$ cat src/rtl/alu_pkg.sv
// Shared definitions for the sequential ALU: opcodes, FSM encoding and the
// packed flag vector that sits above the result word in {flags, y}.
package alu_pkg;

  localparam logic [3:0] OP_ADD       = 4'd1;
  localparam logic [3:0] OP_ADD_CARRY = 4'd2;
  localparam logic [3:0] OP_SUB       = 4'd3;
  localparam logic [3:0] OP_INC       = 4'd4;
  localparam logic [3:0] OP_DEC       = 4'd5;
  localparam logic [3:0] OP_AND       = 4'd6;
  localparam logic [3:0] OP_NOT       = 4'd7;
  localparam logic [3:0] OP_ROL       = 4'd8;
  localparam logic [3:0] OP_ROR       = 4'd9;
  localparam logic [3:0] OP_MUL       = 4'd10;

  typedef enum logic [1:0] {
    ST_IDLE     = 2'd0,
    ST_MUL_BUSY = 2'd1,
    ST_DONE     = 2'd2
  } state_e;

  // Bit order matches the result vector {invalid_op, parity, zero, borrow, carry_out, y}.
  typedef struct packed {
    logic invalid_op;
    logic parity;
    logic zero;
    logic borrow;
    logic carry_out;
  } flags_t;

  localparam int FLAG_W = 5;

  function automatic logic writes_carry(input logic [3:0] op);
    return (op == OP_ADD) || (op == OP_ADD_CARRY) || (op == OP_INC);
  endfunction

endpackage

$ cat src/rtl/alu_mul_shiftadd.sv
// Unsigned shift-add multiplier: one partial product per cycle after start,
// done_o pulses for one cycle once product_o holds the full 2*W-bit result.
module alu_mul_shiftadd #(
  parameter int W     = 8,
  parameter int CNT_W = $clog2(W + 1)
) (
  input  logic           clk,
  input  logic           reset,
  input  logic           start_i,
  input  logic [W-1:0]   a_i,
  input  logic [W-1:0]   b_i,
  output logic           done_o,
  output logic [2*W-1:0] product_o
);

  logic [2*W-1:0] mcand_q, mcand_d;
  logic [W-1:0]   mplier_q, mplier_d;
  logic [2*W-1:0] acc_q, acc_d;
  logic [CNT_W-1:0] cnt_q, cnt_d;
  logic           run_q, run_d;
  logic           done_q, done_d;

  always_comb begin
    mcand_d  = mcand_q;
    mplier_d = mplier_q;
    acc_d    = acc_q;
    cnt_d    = cnt_q;
    run_d    = run_q;
    done_d   = 1'b0;
    if (start_i) begin
      mcand_d  = {{W{1'b0}}, a_i};
      mplier_d = b_i;
      acc_d    = '0;
      cnt_d    = '0;
      run_d    = 1'b1;
    end else if (run_q) begin
      if (mplier_q[0]) begin
        acc_d = acc_q + mcand_q;
      end
      mcand_d  = mcand_q << 1;
      mplier_d = mplier_q >> 1;
      cnt_d    = cnt_q + CNT_W'(1);
      if (cnt_q == CNT_W'(W - 1)) begin
        run_d  = 1'b0;
        done_d = 1'b1;
      end
    end
  end

  always_ff @(posedge clk) begin
    if (reset) begin
      mcand_q  <= '0;
      mplier_q <= '0;
      acc_q    <= '0;
      cnt_q    <= '0;
      run_q    <= 1'b0;
      done_q   <= 1'b0;
    end else begin
      mcand_q  <= mcand_d;
      mplier_q <= mplier_d;
      acc_q    <= acc_d;
      cnt_q    <= cnt_d;
      run_q    <= run_d;
      done_q   <= done_d;
    end
  end

  assign done_o    = done_q;
  assign product_o = acc_q;

endmodule

$ cat src/rtl/alu_seq.sv
// Sequential ALU with valid/ready in and out, an internal carry register for
// chained additions and an iterative multiply.
module alu_seq
  import alu_pkg::*;
#(
  parameter int BUS_WIDTH = 8,
  parameter int CNT_W     = $clog2(BUS_WIDTH + 1)
) (
  input  logic                 clk,
  input  logic                 reset,
  input  logic                 in_valid,
  output logic                 in_ready,
  input  logic [3:0]           opcode,
  input  logic [BUS_WIDTH-1:0] a,
  input  logic [BUS_WIDTH-1:0] b,
  input  logic                 carry_in,
  input  logic                 carry_sel,
  output logic                 out_valid,
  input  logic                 out_ready,
  output logic [BUS_WIDTH-1:0] y,
  output logic                 carry_out,
  output logic                 borrow,
  output logic                 zero,
  output logic                 parity,
  output logic                 invalid_op,
  output logic                 busy
);

  state_e state_q, state_d;

  logic [BUS_WIDTH-1:0] y_q, y_d;
  flags_t               flags_q, flags_d;
  logic                 out_valid_q, out_valid_d;
  logic                 carry_q, carry_d;

  logic                   accept;
  logic                   mul_start;
  logic                   mul_done;
  logic [2*BUS_WIDTH-1:0] product;

  logic [BUS_WIDTH-1:0] alu_y;
  flags_t               alu_f;
  logic [BUS_WIDTH:0]   wide;
  logic                 cin;
  logic [BUS_WIDTH-1:0] mul_y;
  flags_t               mul_f;

  assign accept    = in_valid && in_ready;
  assign mul_start = accept && (opcode == OP_MUL);

  alu_mul_shiftadd #(
    .W     (BUS_WIDTH),
    .CNT_W (CNT_W)
  ) u_mul (
    .clk       (clk),
    .reset     (reset),
    .start_i   (mul_start),
    .a_i       (a),
    .b_i       (b),
    .done_o    (mul_done),
    .product_o (product)
  );

  // Single-cycle result from the operands being accepted this cycle.
  always_comb begin
    alu_y = '0;
    alu_f = '0;
    wide  = '0;
    cin   = carry_sel ? carry_q : carry_in;
    case (opcode)
      OP_ADD: begin
        wide            = {1'b0, a} + {1'b0, b};
        alu_y           = wide[BUS_WIDTH-1:0];
        alu_f.carry_out = wide[BUS_WIDTH];
      end
      OP_ADD_CARRY: begin
        wide            = {1'b0, a} + {1'b0, b} + {{BUS_WIDTH{1'b0}}, cin};
        alu_y           = wide[BUS_WIDTH-1:0];
        alu_f.carry_out = wide[BUS_WIDTH];
      end
      OP_SUB: begin
        wide         = {1'b0, a} - {1'b0, b};
        alu_y        = wide[BUS_WIDTH-1:0];
        alu_f.borrow = wide[BUS_WIDTH];
      end
      OP_INC: begin
        wide            = {1'b0, a} + {{BUS_WIDTH{1'b0}}, 1'b1};
        alu_y           = wide[BUS_WIDTH-1:0];
        alu_f.carry_out = wide[BUS_WIDTH];
      end
      OP_DEC: begin
        wide         = {1'b0, a} - {{BUS_WIDTH{1'b0}}, 1'b1};
        alu_y        = wide[BUS_WIDTH-1:0];
        alu_f.borrow = wide[BUS_WIDTH];
      end
      OP_AND: alu_y = a & b;
      OP_NOT: alu_y = ~a;
      OP_ROL: alu_y = {a[BUS_WIDTH-2:0], a[BUS_WIDTH-1]};
      OP_ROR: alu_y = {a[0], a[BUS_WIDTH-1:1]};
      OP_MUL: alu_y = '0;
      default: alu_f.invalid_op = 1'b1;
    endcase
    alu_f.zero   = (alu_y == '0);
    alu_f.parity = ^alu_y;
  end

  always_comb begin
    mul_y           = product[BUS_WIDTH-1:0];
    mul_f           = '0;
    mul_f.carry_out = |product[2*BUS_WIDTH-1:BUS_WIDTH];
    mul_f.zero      = (mul_y == '0);
    mul_f.parity    = ^mul_y;
  end

  // Result registers: load on single-cycle accept or multiply completion,
  // otherwise drop out_valid once the consumer takes the result.
  always_comb begin
    y_d         = y_q;
    flags_d     = flags_q;
    out_valid_d = out_valid_q;
    carry_d     = carry_q;
    if (accept && (opcode != OP_MUL)) begin
      y_d         = alu_y;
      flags_d     = alu_f;
      out_valid_d = 1'b1;
      if (writes_carry(opcode)) begin
        carry_d = alu_f.carry_out;
      end
    end else if ((state_q == ST_MUL_BUSY) && mul_done) begin
      y_d         = mul_y;
      flags_d     = mul_f;
      out_valid_d = 1'b1;
    end else if (out_valid_q && out_ready) begin
      out_valid_d = 1'b0;
    end
  end

  always_ff @(posedge clk) begin
    if (reset) begin
      y_q         <= '0;
      flags_q     <= '0;
      out_valid_q <= 1'b0;
      carry_q     <= 1'b0;
    end else begin
      y_q         <= y_d;
      flags_q     <= flags_d;
      out_valid_q <= out_valid_d;
      carry_q     <= carry_d;
    end
  end

  always_ff @(posedge clk) begin
    if (reset) begin
      state_q <= ST_IDLE;
    end else begin
      state_q <= state_d;
    end
  end

  always_comb begin
    state_d = state_q;
    case (state_q)
      ST_IDLE: begin
        if (accept) begin
          state_d = (opcode == OP_MUL) ? ST_MUL_BUSY : ST_DONE;
        end
      end
      ST_MUL_BUSY: begin
        if (mul_done) begin
          state_d = ST_DONE;
        end
      end
      ST_DONE: begin
        if (accept) begin
          state_d = (opcode == OP_MUL) ? ST_MUL_BUSY : ST_DONE;
        end else if (out_ready) begin
          state_d = ST_IDLE;
        end
      end
      default: state_d = ST_IDLE;
    endcase
  end

  // The cycle the product lands is no longer counted as busy.
  always_comb begin
    in_ready = (state_q == ST_IDLE) || ((state_q == ST_DONE) && out_ready);
    busy     = (state_q == ST_MUL_BUSY) && !mul_done;
  end

  assign out_valid  = out_valid_q;
  assign y          = y_q;
  assign carry_out  = flags_q.carry_out;
  assign borrow     = flags_q.borrow;
  assign zero       = flags_q.zero;
  assign parity     = flags_q.parity;
  assign invalid_op = flags_q.invalid_op;

endmodule

$ cat config.mk
export PLATFORM = sky130hd
export DESIGN_NAME = alu_seq
export DESIGN_NICKNAME = d
export VERILOG_FILES = /design/src/rtl/alu_pkg.sv /design/src/rtl/alu_mul_shiftadd.sv /design/src/rtl/alu_seq.sv
export SDC_FILE = /design/constraint.sdc
export NUM_CORES = 1
export LEC_CHECK = 0
export BUFFER_PORTS_ARGS = -buffer_cell sky130_fd_sc_hd__buf_2
export CAP_MARGIN = 20
export CORE_MARGIN = 1.5
export CORE_UTILIZATION = 45
export DETAILED_ROUTE_END_ITERATION = 8
export SLEW_MARGIN = 10
export SYNTH_ARGS = -nofsm -noshare
export SYNTH_HDL_FRONTEND = slang
export SYNTH_HIERARCHICAL = 1
export SYNTH_SLANG_ARGS = --single-unit
$ cat constraint.sdc
create_clock -name clk -period 5.3 [get_ports clk]
set_clock_uncertainty 0.2 [all_clocks]
set_input_delay 0.53 -clock clk [delete_from_list [all_inputs] [get_ports clk]]
set_output_delay 0.53 -clock clk [all_outputs]
set_load 0.02 [all_outputs]
# ---- Yosys cells after proc, flatten, opt, wreduce, memory -nomap -nowiden
# Index checks and enable logic that the tools add are counted.
# Widths: inputs -> output; s select.
dict set report op_classes {
  eq_ne 17
  mux 26
  reduce_logical 26
  n_bitwise 3
  n_addsub 7
}
# cell n
set op_table {}
lappend op_table {{$pmux 8 s9} 1}
lappend op_table {{$mux 8} 6}
lappend op_table {{$eq 4x3->1 const B} 5}
lappend op_table {{$add 16x16->16} 1}
lappend op_table {{$logic_not 8->1} 2}
lappend op_table {{$reduce_xor 8->1} 2}
lappend op_table {{$eq 4x4->1 const B} 3}
lappend op_table {{$mux 2} 5}
lappend op_table {{$mux 5} 2}
lappend op_table {{$reduce_or 10->1} 1}
lappend op_table {{$add 8x1->9 const B} 1}
lappend op_table {{$add 8x8->9} 1}
lappend op_table {{$add 9x1->9} 1}
lappend op_table {{$mux 1} 9}
lappend op_table {{$sub 8x1->9 const B} 1}
lappend op_table {{$sub 8x8->9} 1}
lappend op_table {{$and 8x8->8} 1}
lappend op_table {{$eq 4x2->1 const B} 2}
lappend op_table {{$not 8->8} 1}
lappend op_table {{$reduce_or 8->1} 1}
lappend op_table {{$logic_and 1x1->1} 7}
lappend op_table {{$pmux 2 s3} 1}
lappend op_table {{$add 4x1->4 const B} 1}
lappend op_table {{$eq 4x1->1 const B} 1}
lappend op_table {{18 further kinds} 22}
dict set report totals {
  in_bits 26
  output_inout_bits 16
  word_cells 95
  ff_bits 63
}

# ---- Logic depth before layout (Yosys ltp)
dict set report logic_depth {
  depth_word 6
  depth_mapped 15
}

# ---- Cells and area by module
# Netlist, hierarchy kept.
# module instances cells_each seq_area_each_um2 area_each_um2
set modules_own_cells {}
lappend modules_own_cells {alu_seq 1 378 340.3 2864.0}
lappend modules_own_cells {alu_mul_shiftadd 1 300 920.9 2501.1}

# ---- Worst setup path before layout
# Ideal clock, no wire load.
dict set report synth_path {
  path_kind {input -> register}
  startpoint {input port a[0]}
  endpoint {register flags_q, in the netlist parity}
  cell_stages 13
  required_time_ns 4.972
  arrival_ns 3.040
  path_buffers 0
  setup_time_ns 0.128
  setup_slack_ns 1.932
  path_cell_list {ha_1 > fa_1 > nor2b_1 > o21a_1 > xnor2_2 > nor3_1 > xnor2_1 > a221oi_2 > ha_1 > xor2_1 > xnor2_1 > a21oi_1 > nor2_1}
}
dict set report synth_via {
  elab_chain_cells 5
  word_cells_on_any_way 10
  cone_classes {5 x add/sub; 2 x mux; 2 x bitwise; 1 x reduce/logical}
}
# element line_no
set synth_lines {}
lappend synth_lines {{from (decl)} alu_seq.sv:14} ;# input logic [BUS_WIDTH-1:0] a,
lappend synth_lines {{$add 8x8->9} {alu_seq.sv:72, alu_seq.sv:77}}
lappend synth_lines {{$add 9x1->9} alu_seq.sv:77} ;# wide = {1'b0, a} + {1'b0, b} + {{BUS_WIDTH{1'b0}}, cin};
lappend synth_lines {{$pmux 8 s9 *} alu_seq.sv:70} ;# case (opcode)
lappend synth_lines {{$reduce_xor 8->1 *} alu_seq.sv:104} ;# alu_f.parity = ^alu_y;
lappend synth_lines {{$mux 5 *} alu_seq.sv:122} ;# if (accept && (opcode != OP_MUL)) begin
lappend synth_lines {{to (signal assigned)} alu_seq.sv:146} ;# flags_q <= flags_d;
lappend synth_lines {{to (decl)} alu_seq.sv:32} ;# flags_t flags_q, flags_d;
# Every way passes the cells marked *; elsewhere a longest branch is shown, timed or not.
# A chain may end at the register's enable or synchronous reset.

# ---- Worst setup path after layout
# Ends and elaborated chain as after synthesis.

==> summary.md <==
| Metric | Value |
|---|---|
| Status | completed |
| PnR worst setup slack | 1780 ps |
| Final period util | 66.5% |
| # IOs | 42 |
| Core Box Area | 11500 sq um |
| Initial antenna violation count | 0 |
| Post-CTS Resized | 0 |
| Post-DP HPWL | 11600 um |
| Max-slew headroom | between 40% and 50% |
| Area delta synth->final | 10.2% |
| Total grt overflow | 0 |
| Top cells by area, synth | dfxtp_1 (24%), ha_1 (10%), nor2_1 (5.9%) |
| Max Buffers Root-to-Sink | 2 |
| Final hold violations | 0 |
| DR pass1 iterations | 7 |
| Vias in the first global route | 4963 |
| Synth warnings | 6 |
| Most instantiated cells after synthesis | nor2_1 (85), dfxtp_1 (63), a21oi_1 (57) |
| TritonCTS clock tree | built |
| Yosys reg bits | 63 |
| Clk_lat worst skew | 330 ps |
| Placed insts | approximately 830 |
| Netlist cell types | 83 |
| CTS H-tree depth | 3 |
| CTS root buffer | clkbuf_16 |
| Cell Area, Synth | 5370 sq um |
| CP startpoint kind | primary input |
| Cell with the most instances after synthesis | nor2_1 |
| Die width | 112 um |
| Fin util | 51.3% |
| Fin crit period | 3520 ps |
| VDD IR max | 0.000178 V |
| CTS hold repair buffers | 0 |
| Initial core utilization | 46.6% |
| Max_cap viols | 0 |
| GR Util All Layers | 25.2% |
| WL/cell | 18.2 um |
| Min-delay worst type | flip-flop to flip-flop |
| Final #Nets | 769 |
| Final wirelength | 15300 um |
| Post-synth EDFFs | 0 |
| Post-route ant nets | 0 |
| Largest net degree at the start of global routing | 37 |
| Arrival @ worst endpoint | between 3000 and 4000 ps |
| Via count | 5051 |
| Final Setup Violations | 0 |
| Ant diodes | 0 |
| Reg clk slew, reported paths | 50 ps |
| DR DRC count | 0 |
| Crit path kind | primary input to flip-flop |
| Input/output buffers | slightly above 40 |
| Post-Layout Cell Count | 844 |
| F_max | 0.284 GHz |
| # rows | 39 |
| Measured slew at the worst slew-check pin | around 880 ps |
| Crit Path Max Fanout | 11 |
| Initial DRC Count | between 300 and 400 |
| Setup Slack @ Placement | 1470 ps |
| Post-CTS Setup Bufs | 0 |
| Share of layout cells above drive strength 1 | roughly an eighth |
| Setup total negative slack | 0 ps |
| Vias per cell | around 6.0 |
| Ys async rst share | 0% |
| Final Max Slew Viols | 0 |
| Post-synth top flop | dfxtp_1 |
| Net Count, Synth | about 750 |
| Die height | 112 um |
| PwrDens | 246 nW/um^2 |
| Worst EP required | 5360 ps |
| Clock sink count | 63 |
| Sequential area share after synthesis | 23.5% |
| FILL cells | between 1000 and 1500 |
| RSZ-0062 raised after global routing | no |
| Cells after Synth | 678 |
| Die area | roughly 13000 sq um |
| CTS buffer count | 9 |
| Syn avg cell area | 7.91 sq um |
| CP Capture Type | flip-flop |
| Post-synth top area cell | dfxtp_1 |
| GPL Wtd Cong | a little over 0.9 |
| Top-area cell type share of the netlist area | 23.5% |
| P_leak | 0.00238 uW |
| First-pass GRT wire length | 25200 um |
[flip-flops by register name, indices dropped and copies added, names as in the netlist, 2 cells and up]
signal	count
u_mul/mcand_q	16
u_mul/product_o	16
y	8
u_mul/mplier_q	8
u_mul/cnt_q	4
state_q	2
[power by group]
group	switching [uW]	total (uW)	internal, uW
Sequential	8.53	495	487
Combinational	195	315	120
Clock	211	647	437
[kinds of logic after synthesis]
kind of cell | after synthesis | share of synthesized area (%)
flops | 63 | 23.5
simple gates | 250 | 24.1
compound gates | 181 | 22.9
buf+inv | 68 | 5.71
mux | 34 | 6.41
fa+ha+maj | 47 | 11.4
xor+xnor | 35 | 5.99
[path summary, 6_finish.rpt]
check / from / end / slack, ps / cells past startpoint
worst min-delay path: borrow / borrow / 270 / 2
worst max-delay path: a[0] / parity / 1780 / 14
worst min register to register: borrow / borrow / 270 / 2
worst max register to register: carry_q / parity / 2360 / 13
[cell type report]
class | instances | area [sq um] | area share [%]
repair buffers | 45 | 235 | 3.98
clock buffers | 13 | 260 | 4.40
well taps | 143 | 179 | 3.03
inverters | 30 | 113 | 1.90
flip-flops and latches | 63 | 1260 | 21.3
clock inverters | 3 | 65.1 | 1.10
multi-input cells | 547 | 3800 | 64.3
[worst max-delay path, stage by stage]
cell	delay, ps
buf_2	170
ha_1	280
fa_1	430
nor2b_1	180
o21a_1	240
xnor2_2	340
nor3_1	100
xnor2_1	160
a221oi_2	280
ha_1	290
xor2_1	150
xnor2_1	200
a21oi_1	90
nor2_1	120
[metal layers]
| layer | wire length, um | vias to the layer above | GRT usage [%] | share of wire, % |
|---|---|---|---|---|
| li1 | - | 2494 | - | - |
| met1 | 7220 | 2382 | 33.6 | 47 |
| met2 | 6960 | 150 | 40.9 | 45 |
| met3 | 843 | 25 | 4.86 | 5.5 |
| met4 | 312 | 0 | 8.69 | 2.0 |
| met5 | 0 | - | 0 | 0 |
[stage by stage]
stage	area, sq um	total power [uW]	hold slack, ps
final	5910	1460	274
after global routing	5910	1520	284
after CTS	5910	1470	272
after detailed placement	5590	815	269
after global placement	5590	811	257
after floorplan	5370	735	233
[cell usage in the layout (no fill, tap or decap), types with 11 or more instances in the layout]
cell and count:
buf_2 41, ha_1 44, xnor2_1 22, inv_1 29, nand3_1 14, dfxtp_1 63, nor3_1 17, o21ai_0 21
nor2_1 84, mux2i_1 31, a21oi_1 57, nor2b_1 12, xor2_1 11, nand2_1 47, a211oi_1 13
No activity file was read; power rests on OpenSTA's default activity.
